## src/rtl/mem_arb_pkg.sv

```systemverilog
// Shared encodings for the memory arbiter: access sizes, grant source ids and
// the FSM state type. The ERR state exists only when MEM_ARB_ALIGN_CHK_EN is
// defined.
package mem_arb_pkg;

  localparam logic [1:0] SZ_WORD = 2'b00;
  localparam logic [1:0] SZ_HALF = 2'b01;
  localparam logic [1:0] SZ_BYTE = 2'b10;

  localparam logic SRC_IF = 1'b0;
  localparam logic SRC_D  = 1'b1;

`ifdef MEM_ARB_ALIGN_CHK_EN
  typedef enum logic [1:0] {IDLE, BUSY_IF, BUSY_D, ERR} state_t;
`else
  typedef enum logic [1:0] {IDLE, BUSY_IF, BUSY_D} state_t;
`endif

endpackage

```

## src/rtl/mem_lane_fmt.sv

```systemverilog
// Combinational lane formatting for the data port. The store side produces
// byte enables, replicated write data and the misalignment flag from the raw
// request. The load side picks the addressed lane out of the memory word and
// sign- or zero-extends it.
module mem_lane_fmt
  import mem_arb_pkg::*;
(
  input  logic [1:0]  i_st_lsb,
  input  logic [1:0]  i_st_size,
  input  logic [31:0] i_st_wdata,
  input  logic [1:0]  i_ld_lsb,
  input  logic [1:0]  i_ld_size,
  input  logic        i_ld_signed,
  input  logic [31:0] i_ld_rdata,
  output logic [3:0]  o_be,
  output logic [31:0] o_wdata,
  output logic        o_misalign,
  output logic [31:0] o_ld_data
);

  logic [15:0] w_half;
  logic [7:0]  w_byte;

  // Byte enables, lane replication and alignment check (size 11 acts as word)
  always_comb begin
    o_be       = 4'b1111;
    o_wdata    = i_st_wdata;
    o_misalign = (i_st_lsb != 2'b00);
    case (i_st_size)
      SZ_HALF: begin
        o_be       = 4'b0011 << {i_st_lsb[1], 1'b0};
        o_wdata    = {2{i_st_wdata[15:0]}};
        o_misalign = i_st_lsb[0];
      end
      SZ_BYTE: begin
        o_be       = 4'b0001 << i_st_lsb;
        o_wdata    = {4{i_st_wdata[7:0]}};
        o_misalign = 1'b0;
      end
      default: ;
    endcase
  end

  // Addressed lane selection; a half access only looks at address bit 1
  always_comb begin
    w_half = i_ld_lsb[1] ? i_ld_rdata[31:16] : i_ld_rdata[15:0];
    case (i_ld_lsb)
      2'd1:    w_byte = i_ld_rdata[15:8];
      2'd2:    w_byte = i_ld_rdata[23:16];
      2'd3:    w_byte = i_ld_rdata[31:24];
      default: w_byte = i_ld_rdata[7:0];
    endcase
  end

  // Sign or zero extension of the selected lane
  always_comb begin
    o_ld_data = i_ld_rdata;
    case (i_ld_size)
      SZ_HALF: o_ld_data = {{16{i_ld_signed & w_half[15]}}, w_half};
      SZ_BYTE: o_ld_data = {{24{i_ld_signed & w_byte[7]}}, w_byte};
      default: ;
    endcase
  end

endmodule

```

## src/rtl/mem_arbiter.sv

```systemverilog
// Registered-grant arbiter sharing one memory port between instruction fetch
// and the data port. Data has fixed priority over fetch. No new grant is made
// in a cycle where an ack is pulsing, so the acked requester has a cycle to
// drop its request and a waiting requester is granted in the next IDLE cycle.
// Define MEM_ARB_ALIGN_CHK_EN to turn misaligned data requests into an
// immediate error ack instead of a truncated-address access.
module mem_arbiter
  import mem_arb_pkg::*;
#(
  parameter int ADDR_W = 32
) (
  input  logic              clk,
  input  logic              rst_n,
  input  logic              if_req_i,
  input  logic [ADDR_W-1:0] if_addr_i,
  output logic [31:0]       if_rdata_o,
  output logic              if_ack_o,
  input  logic              d_req_i,
  input  logic              d_we_i,
  input  logic [1:0]        d_size_i,
  input  logic              d_signed_i,
  input  logic [ADDR_W-1:0] d_addr_i,
  input  logic [31:0]       d_wdata_i,
  output logic [31:0]       d_rdata_o,
  output logic              d_ack_o,
  output logic              d_err_o,
  output logic              mem_req_o,
  output logic              mem_we_o,
  output logic [ADDR_W-1:0] mem_addr_o,
  output logic [3:0]        mem_be_o,
  output logic [31:0]       mem_wdata_o,
  input  logic [31:0]       mem_rdata_i,
  input  logic              mem_ready_i
);

  state_t            r_state;
  state_t            w_state_nxt;
  logic              w_grant_d;
  logic              w_grant_if;
  logic              w_busy;
  logic              w_ack_now;

  logic [ADDR_W-3:0] r_addr_hi;
  logic [1:0]        r_lsb;
  logic [1:0]        r_size;
  logic              r_we;
  logic              r_signed;
  logic              r_src;
  logic [3:0]        r_be;
  logic [31:0]       r_wdata;
  logic [31:0]       r_if_rdata;
  logic [31:0]       r_d_rdata;
  logic              r_if_ack;
  logic              r_d_ack;

  logic [3:0]        w_be;
  logic [31:0]       w_wdata;
  logic [31:0]       w_ld_data;
  logic              w_misalign;
  logic [1:0]        w_unused_if_lsb;

  mem_lane_fmt u_fmt (
    .i_st_lsb    (d_addr_i[1:0]),
    .i_st_size   (d_size_i),
    .i_st_wdata  (d_wdata_i),
    .i_ld_lsb    (r_lsb),
    .i_ld_size   (r_size),
    .i_ld_signed (r_signed),
    .i_ld_rdata  (mem_rdata_i),
    .o_be        (w_be),
    .o_wdata     (w_wdata),
    .o_misalign  (w_misalign),
    .o_ld_data   (w_ld_data)
  );

  assign w_busy          = (r_state == BUSY_IF) || (r_state == BUSY_D);
  assign w_ack_now       = r_if_ack | r_d_ack;
  assign w_unused_if_lsb = if_addr_i[1:0];

  // FSM state register
  always_ff @(posedge clk or negedge rst_n) begin
    if (!rst_n) r_state <= IDLE;
    else        r_state <= w_state_nxt;
  end

  // Fixed-priority arbitration and next-state selection
  always_comb begin
    w_state_nxt = r_state;
    w_grant_d   = 1'b0;
    w_grant_if  = 1'b0;
    case (r_state)
      IDLE: begin
        if (!w_ack_now) begin
          if (d_req_i) begin
            w_grant_d = 1'b1;
`ifdef MEM_ARB_ALIGN_CHK_EN
            w_state_nxt = w_misalign ? ERR : BUSY_D;
`else
            w_state_nxt = BUSY_D;
`endif
          end else if (if_req_i) begin
            w_grant_if  = 1'b1;
            w_state_nxt = BUSY_IF;
          end
        end
      end
      BUSY_IF, BUSY_D: if (mem_ready_i) w_state_nxt = IDLE;
`ifdef MEM_ARB_ALIGN_CHK_EN
      ERR:     w_state_nxt = IDLE;
`endif
      default: w_state_nxt = IDLE;
    endcase
  end

  // Grant capture, read-data capture and one-cycle ack generation
  always_ff @(posedge clk or negedge rst_n) begin
    if (!rst_n) begin
      r_addr_hi  <= '0;
      r_lsb      <= '0;
      r_size     <= SZ_WORD;
      r_we       <= 1'b0;
      r_signed   <= 1'b0;
      r_src      <= SRC_IF;
      r_be       <= '0;
      r_wdata    <= '0;
      r_if_rdata <= '0;
      r_d_rdata  <= '0;
      r_if_ack   <= 1'b0;
      r_d_ack    <= 1'b0;
    end else begin
      r_if_ack <= 1'b0;
      r_d_ack  <= 1'b0;
      if (w_grant_d) begin
        r_addr_hi <= d_addr_i[ADDR_W-1:2];
        r_lsb     <= d_addr_i[1:0];
        r_size    <= d_size_i;
        r_we      <= d_we_i;
        r_signed  <= d_signed_i;
        r_src     <= SRC_D;
        r_be      <= w_be;
        r_wdata   <= w_wdata;
`ifdef MEM_ARB_ALIGN_CHK_EN
        // A misaligned request never reaches the bus; ack it straight away
        if (w_misalign) begin
          r_d_ack   <= 1'b1;
          r_d_rdata <= '0;
        end
`endif
      end else if (w_grant_if) begin
        r_addr_hi <= if_addr_i[ADDR_W-1:2];
        r_lsb     <= 2'b00;
        r_size    <= SZ_WORD;
        r_we      <= 1'b0;
        r_signed  <= 1'b0;
        r_src     <= SRC_IF;
        r_be      <= 4'b1111;
      end
      if (w_busy && mem_ready_i) begin
        if (r_src == SRC_IF) begin
          r_if_rdata <= mem_rdata_i;
          r_if_ack   <= 1'b1;
        end else begin
          r_d_rdata <= r_we ? 32'd0 : w_ld_data;
          r_d_ack   <= 1'b1;
        end
      end
    end
  end

`ifdef MEM_ARB_ALIGN_CHK_EN
  logic r_d_err;

  // Error flag travels with the ack of a rejected misaligned request
  always_ff @(posedge clk or negedge rst_n) begin
    if (!rst_n) r_d_err <= 1'b0;
    else        r_d_err <= w_grant_d & w_misalign;
  end

  assign d_err_o = r_d_err;
`else
  logic w_unused_misalign;
  assign w_unused_misalign = w_misalign;
  assign d_err_o           = 1'b0;
`endif

  assign mem_req_o   = w_busy;
  assign mem_we_o    = r_we;
  assign mem_addr_o  = {r_addr_hi, 2'b00};
  assign mem_be_o    = r_be;
  assign mem_wdata_o = r_wdata;
  assign if_rdata_o  = r_if_rdata;
  assign if_ack_o    = r_if_ack;
  assign d_rdata_o   = r_d_rdata;
  assign d_ack_o     = r_d_ack;

endmodule
```

## config.mk

```make
export PLATFORM = sky130hd
export DESIGN_NAME = mem_arbiter
export DESIGN_NICKNAME = d
export VERILOG_FILES = /design/src/rtl/mem_arb_pkg.sv /design/src/rtl/mem_lane_fmt.sv /design/src/rtl/mem_arbiter.sv
export SDC_FILE = /design/constraint.sdc
export NUM_CORES = 1
export LEC_CHECK = 0
export CELL_PAD_IN_SITES_DETAIL_PLACEMENT = 1
export CELL_PAD_IN_SITES_GLOBAL_PLACEMENT = 2
export CORE_MARGIN = 2
export CORE_UTILIZATION = 28
export DETAILED_ROUTE_END_ITERATION = 7
export PLACE_DENSITY_LB_ADDON = 0.1
export SLEW_MARGIN = 20
export SYNTH_ARGS = -nofsm -noshare
export SYNTH_HDL_FRONTEND = slang
export SYNTH_HIERARCHICAL = 1
export SYNTH_SLANG_ARGS = --single-unit
```

## constraint.sdc

```tcl
create_clock -name clk -period 2.9 [get_ports clk]
set_input_delay 0.87 -clock clk [delete_from_list [all_inputs] [get_ports clk]]
set_output_delay 0.87 -clock clk [all_outputs]
set_load 0.03 [all_outputs]
```

Yosys cells after proc, flatten, opt, wreduce, memory -nomap -nowiden
Cells that the tools add are included.
{ "classes": {"n_reduce_logical": 8, "n_mux": 33, "bitwise": 4, "n_eq_ne": 12, "shifts": 2} }
{ "op_table": {"columns": ["operator", "n"], "rows": [
  ["one-hot mux 32 bit (2 select lines)", 2],
  ["2-to-1 mux 30 bit", 2],
  ["2-to-1 mux 32 bit", 1],
  ["one-hot mux 8 bit (3 select lines)", 1],
  ["2-to-1 mux 16 bit", 1],
  ["2-to-1 mux 1 bit", 15],
  ["2-to-1 mux 2 bit", 7],
  ["== test 2 bit (second input constant)", 5],
  ["== test 2 x 1 -> 1 bit (second input constant)", 4],
  ["2-to-1 mux 4 bit", 2],
  ["one-hot mux 4 bit (2 select lines)", 1],
  ["!= test 2 bit (second input constant)", 2],
  ["one-hot mux 2 bit (2 select lines)", 1],
  ["AND reduction 2 bit", 2],
  ["left shift 1 x 2 -> 4 bit (first input constant)", 1],
  ["left shift 2 x 2 -> 4 bit (first input constant)", 1],
  ["!= test 3 bit (second input constant)", 1],
  ["AND reduction 3 bit", 1],
  ["bitwise AND 1 bit", 2],
  ["zero test 2 bit", 1],
  ["nonzero test 2 bit", 1],
  ["OR reduction 2 bit", 1],
  ["logical AND 1 bit", 1],
  ["logical OR 1 bit", 1],
  ["2 further kinds", 2]
]} }
{ "totals": {"input_bits": 137, "out_inout_bits": 137, "regBits": 141} }

Longest topological paths before layout
Gate-level depths: netlist of run 1.
{ "logic_depth": {"word_depth": 6, "mapped_depth": 10} }

Cells and area by module
The synthesis of run 1 kept the hierarchy.
{ "modules_own_cells": {"columns": ["mod", "cells_per_inst", "seq_area_each_um2", "area_per_inst_um2", "instances"], "rows": [
  ["mem_arbiter", 516, 3528.4, 5836.8, 1],
  ["mem_lane_fmt", 196, 0.0, 1177.4, 1]
]} }

Worst setup path after synthesis of run 1
OpenSTA, ideal clock, no wires.
{ "synth_path": {"kind": "input port to flip-flop", "start": "in d_size_i[0]", "end": "reg r_wdata[11], in the netlist mem_wdata_o[11]", "required_time_ns": 2.783, "cell_stages": 8, "n_path_buf": 2, "t_arrival_ns": 2.062, "slack_ns": 0.722, "cell_sequence": "inv_1 -> ha_1 -> clkbuf_1 -> or2_2 -> clkbuf_1 -> a22o_1 -> nand2_1 -> nand2_1"} }
{ "synth_between": {"elab_chain_cells": 2} }
{ "synth_lines": {"columns": ["item", "line", "text"], "rows": [
  ["from (decl)", "mem_arbiter.sv:20", "input logic [1:0] d_size_i,"],
  ["== test 2 bit / == test 2 x 1 -> 1 bit (equally long branches)", null, null],
  ["one-hot mux 32 bit (2 select lines) (*)", "mem_lane_fmt.sv:29", "case (i_st_size)"],
  ["via w_wdata[11]", "mem_arbiter.sv:57", "logic [31:0] w_wdata;"],
  ["to (signal assigned)", "mem_arbiter.sv:141", "r_wdata <= w_wdata;"],
  ["to (decl)", "mem_arbiter.sv:50", "logic [31:0] r_wdata;"]
]} }
The timed path passes the listed nets; every way through them passes the cells marked *.
A chain may end at the register's enable or synchronous reset.

Worst setup path after layout of run 1
{ "layout_path": {"start": "reg r_state[1]", "end": "out mem_req_o"} }
{ "layout_between": {"elab_chain_cells": 2} }
{ "layout_lines": {"columns": ["item", "line", "text"], "rows": [
  ["from (decl)", "mem_arbiter.sv:36", "state_t r_state;"],
  ["from (signal assigned)", "mem_arbiter.sv:83", "else r_state <= w_state_nxt;"],
  ["== test 2 x 1 -> 1 bit / == test 2 bit (equally long branches)", "mem_arbiter.sv:76", "assign w_busy = (r_state == BUSY_IF) || (r_state == BUSY_D);"],
  ["logical OR 1 bit (*)", "mem_arbiter.sv:76", null],
  ["to (decl)", "mem_arbiter.sv:27", "output logic mem_req_o,"]
]} }
Every way passes the cells marked *; elsewhere a longest branch is shown, timed or not.

==> impl_metrics.ini, run 1 <==
[run_status]
status = finished clean

[sta]
tightest_slew_ns = 0.9227
max_slew_margin = 0.3848
finalHoldViolations = 0
fin_crit_sh = 0.9575
timing.final.ws_setup_ns = 0.1232
period_minus_slack_ns = 2.777
drv_slew = 0
whs_ns = 0.3960
rsz0062_at_grt = no
clock_skew_ns = 0.01438
setup_viol = 0
fmax_ghz = 0.3601

[power_and_ir_drop]
irDropWorstVdd_mv = 0.4715
p_seq_frac = 0.281
p_sw_w = 0.005347
sw_frac_of_total = 0.4326
power.internal_w = 0.007012
power_density_nw_per_um2 = 1176
clockPowerShare = 0.176
pwr-share-comb = 0.543
p_leak_nw = 4.585

[global_routing]
grt-ovfl-total = 0
grt_pass1_vias = 6856
grt_pass1_wl_microns = 38300
antenna_found_initial = 1
grt_max_degree = 56
grt_usage = 0.1880

[clock_network]
cts_resized = 0
cts-buffers-inserted = 17
post-cts-setup-buffers = 0
clk_pin_slew_ns = 0.07
cts_tree = yes
clkLatencyLatePin_ns = 0.42
cts_hold_buf = 0
htree_levels = 4
cts_buffer_depth = 2
cts-root-buf = clkbuf_16
clock-sinks = 141

[die]
initial_core_util = 0.2862
die_w_microns = 162.1
rows = 57
core_area_sq_um = 24460
dieArea_sq_um = 26290
die_height_microns = 162.1
ios = 274

[setup_path]
crit_start = r_state[1]
critical_path_class = reg2out
crit_required_ns = 2.03
startpoint_type = register
cp_data_arrival_time_ns = 1.91
crit_path_end_kind = output port
r2r_start = r_lsb[1]
crit_fanout = 4

[finish]
drive_gt1_frac = 0.1318
final_net_count = 1101
area_delta_synth_final_pct = 50.04

[route]
drt_iter0_drc = 201
drcViolationCount = 0
wl_per_cell_microns = 18.68
vias = 6131
firstDrtPassIters = 4
wirelength_microns = 24210
antenna_left = 0
via_per_inst = 4.731

[synth]
syn_area_sq_um = 7002
synth_area_per_cell_sq_um = 9.875
yosys_warnings = 6
synthCells = 709

[placed_design]
dpl.hpwl_microns = 17790
dp_slack_ns = -0.03001
place_congestion = 0.7658
port_buffers = 268

[hold_path]
worst_hold_path_type = in2async

[flow_run]
cap_violations = 0
[power groups by stage]
stage                     sequential, W  combinational, W  clock, W
final                           0.00347           0.00671   0.00217
after global routing            0.00361           0.00722   0.00232
after CTS                       0.00349           0.00682   0.00224
after detailed placement        0.00350           0.00680         0
after global placement          0.00345           0.00667         0
after floorplan                 0.00506           0.00246         0
[worst max-delay path: stages, from the launching register on]
cell,delay [ns]
dfrtp_1,0.36
inv_1,0.07
ha_1,0.34
clkdlybuf4s50_1,0.72
[area by class of cell]
cell class,count,area [sq um]
Clock buffer,19,452.9
Inverter,11,41.29
Multi-Input combinational cell,498,3068
Fill cell,2710,13960
Sequential cell,141,3528
Timing Repair Buffer,289,2879
Clock inverter,13,127.6
Antenna cell,1,2.502
Tap cell,324,405.4
[cells in the final DEF (no fill, tap or decap), types with 8 or more instances in the layout]
cell type and n:
a21o_1 20, o21ai_0 58, buf_4 18, mux2_2 33
a21oi_1 18, a22oi_1 8, o221a_2 28, a22o_1 9
nand2_1 184, inv_1 11, nand2b_1 68, dfrtp_1 141
clkbuf_16 17, nor2_1 12, clkdlybuf4s50_1 267
[state kept, by name, summed over array words and instances, names as in the netlist, 2 cells and up]
| name | flops |
|---|---|
| d_rdata_o | 32 |
| if_rdata_o | 32 |
| mem_be_o | 4 |
| mem_wdata_o | 32 |
| r_addr_hi | 30 |
| r_lsb | 2 |
| r_size | 2 |
| r_state | 2 |
[stage by stage]
| step | setup TNS [ns] | cells | total power [W] | cell area, sq um | utilization |
|---|---|---|---|---|---|
| after floorplan | 0 | 711 | 0.007520 | 7009 | - |
| after global placement | 0 | 1263 | 0.01011 | 9922 | 0.4056 |
| after detailed placement | -0.1095 | 1263 | 0.01030 | 9922 | 0.4056 |
| after CTS | 0 | 1295 | 0.01255 | 10500 | 0.4293 |
| after global routing | 0 | 1296 | 0.01315 | 10510 | 0.4294 |
| final | 0 | 1296 | 0.01236 | 10510 | 0.4294 |
[per-layer routing]
metal | wire, microns | global-route usage | vias to the layer above
li1 | - | - | 2910
met1 | 10090 | 0.2276 | 3010
met2 | 12130 | 0.3226 | 187
met3 | 1612 | 0.05644 | 24
met4 | 386 | 0.05712 | 0
met5 | 0 | 0 | -
[final timing paths]
path                                   end  slack [ns]  cells after the start
hold / removal               d_rdata_o[19]        0.40                      1
setup reg to reg             d_rdata_o[24]        0.48                      6
hold reg to reg            mem_wdata_o[15]        0.48                      2
min in group clk           mem_wdata_o[15]        0.48                      2
max in group asynchronous       r_state[0]        1.74                      2
setup / recovery                 mem_req_o        0.12                      3
Power figures use the tool's default switching activity.
==> run 2: changes to the inputs <==
--- a/config.mk
+++ b/config.mk
@@ -10,7 +10,8 @@
 export CORE_MARGIN = 2
 export CORE_UTILIZATION = 28
 export DETAILED_ROUTE_END_ITERATION = 7
-export PLACE_DENSITY_LB_ADDON = 0.1
+export PLACE_DENSITY = 0.95
+export SETUP_SLACK_MARGIN = 0.15
 export SLEW_MARGIN = 20
 export SYNTH_ARGS = -nofsm -noshare
 export SYNTH_HDL_FRONTEND = slang
==> impl_metrics.ini, run 2 (synthesis gave the netlist of run 1 again) <==
[run_status]
status = finished clean

[setup_path]
crit_fanout = 4
cp_slowest_cell = dlygate4sd2_1
crit_required_ns = 2.03
cp_cell_sequence = inv_1 > ha_1 > dlygate4sd2_1
r2r_setup_slack_ns = 0.81
r2r_end = d_rdata_o[1]
critical_path_class = reg2out
r2r_start = r_size[0]
crit_buf_inv = 2
startpoint_type = register
crit_path_end_kind = output port
slowest_delay_ns = 0.42
reg2reg_depth = 8
path_delay_family = buffers and inverters
cp_data_arrival_time_ns = 1.60

[clock_network]
clk_pin_slew_ns = 0.07
cts_resized = 1
post-cts-setup-buffers = 0
cts-buffers-inserted = 17
clock-sinks = 141
cts_tree = yes
cts-root-buf = clkbuf_16
cts_buffer_depth = 2
cts_hold_buf = 0
htree_levels = 4
clkLatencyLatePin_ns = 0.41

[flow_run]
cap_violations = 0

[route]
wl_per_cell_microns = 18.70
via_per_inst = 4.795
drt_iter0_drc = 245
drcViolationCount = 0
wirelength_microns = 24290
antenna_left = 0
firstDrtPassIters = 4
vias = 6229

[sta]
period_minus_slack_ns = 2.473
clock_skew_ns = 0.009585
rsz0062_at_grt = no
setup_viol = 0
tightest_slew_ns = 0.6367
fin_crit_sh = 0.8527
finalHoldViolations = 0
setup-tns-final_ns = 0
drv_slew = 0
fmax_ghz = 0.4044
max_slew_margin = 0.5747

[global_routing]
use_met2 = 0.3145
grt_util_met3 = 0.05720
grt_pass1_vias = 6822
grtUsageMet1 = 0.2323
grt_max_degree = 66
grt_usage = 0.1877
grt-ovfl-total = 0
antenna_found_initial = 0
busiest_layer = met2
grt_pass1_wl_microns = 38190

[power_and_ir_drop]
irDropWorstVdd_mv = 0.4987
power_density_nw_per_um2 = 1173
p_leak_nw = 4.625

[hold_path]
worst_hold_path_type = in2async

[finish]
final_net_count = 1105
diodes = 0
finish.instance_area_sq_um = 10580
layout_common_cells = clkdlybuf4s50_1 (266), nand2_1 (184), dfrtp_1 (141)
fillers = 2737
area_delta_synth_final_pct = 51.07
final_common_cell = clkdlybuf4s50_1
drive_gt1_frac = 0.1323

[placed_design]
dpl.hpwl_microns = 17630
port_buffers = 268
placed_cell_area_sq_um = 10000
place_congestion = 0.7900

[die]
dieArea_sq_um = 26290
core_area_sq_um = 24460
ios = 274
rows = 57
die_w_microns = 162.1
initial_core_util = 0.2862
die_height_microns = 162.1
==> run 2: cell types whose count changed in the layout (fill, tap and decap cells not counted), sizes merged <==
cell           before  now
buf                22   26
clkbuf             19   20
diode               1    0
clkdlybuf4s50     267  266
bufinv              1    2
clkinv              3    5
inv                17   13
dlygate4sd2         0    1
==> run 2: worst register-to-register path, cell delays in order (launching register included) <==
cell and delay [ns]:
dfrtp_1 0.40, inv_1 0.07, ha_1 0.17, nor2b_1 0.33
nor2_1 0.07, o21bai_1 0.53, o2bb2ai_1 0.22, nand2b_1 0.07
o21ai_0 0.15
==> run 2: through the flow <==
stage,power (W),worst slack [ns],hold slack [ns],utilization,std cells
floorplan,0.007520,0.7218,0.4631,-,711
global placement,0.01016,0.2362,0.4570,0.4089,1267
detailed placement,0.01032,0.1871,0.4659,0.4089,1267
CTS,0.01258,0.4048,0.4247,0.4324,1299
global route,0.01319,0.3594,0.4463,0.4324,1299
finish,0.01241,0.4273,0.4270,0.4324,1299
==> run 2: area by class of cell <==
cell class | instances | area (sq um) | share of cell area
Inverter | 11 | 41.29 | 0.003903
Sequential cell | 141 | 3528 | 0.3336
Clock inverter | 12 | 140.1 | 0.01325
Timing Repair Buffer | 293 | 2958 | 0.2796
Tap cell | 324 | 405.4 | 0.03833
Clock buffer | 20 | 436.7 | 0.04128
Multi-Input combinational cell | 498 | 3068 | 0.2900
==> run 2: layer usage <==
layer,share of wire,wire (microns)
met5,0,0
met1,0.44,10610
met3,0.076,1852
met2,0.47,11370
met4,0.019,461
==> run 2: how the worst max path moves through the flow <==
stage	start	endpoint	slack, ns	depth (start not counted)
CTS	r_state[0]	mem_req_o	0.40	3
global route	r_state[0]	mem_req_o	0.36	3
floorplan	d_size_i[0]	mem_wdata_o[11]	0.72	8
global placement	d_size_i[0]	mem_wdata_o[14]	0.24	7
finish	r_state[0]	mem_req_o	0.43	3
detailed placement	d_size_i[1]	mem_wdata_o[14]	0.19	6
==> run 2: report_power, final <==
group / total (W) / internal [W] / switching, W / leakage [nW]
clock network: 0.00218 / 0.00128 / 0.000904 / 0.271
logic: 0.00681 / 0.00294 / 0.00387 / 2.63
registers: 0.00341 / 0.00288 / 0.000529 / 1.72
total: 0.0124 / 0.00710 / 0.00530 / 4.63
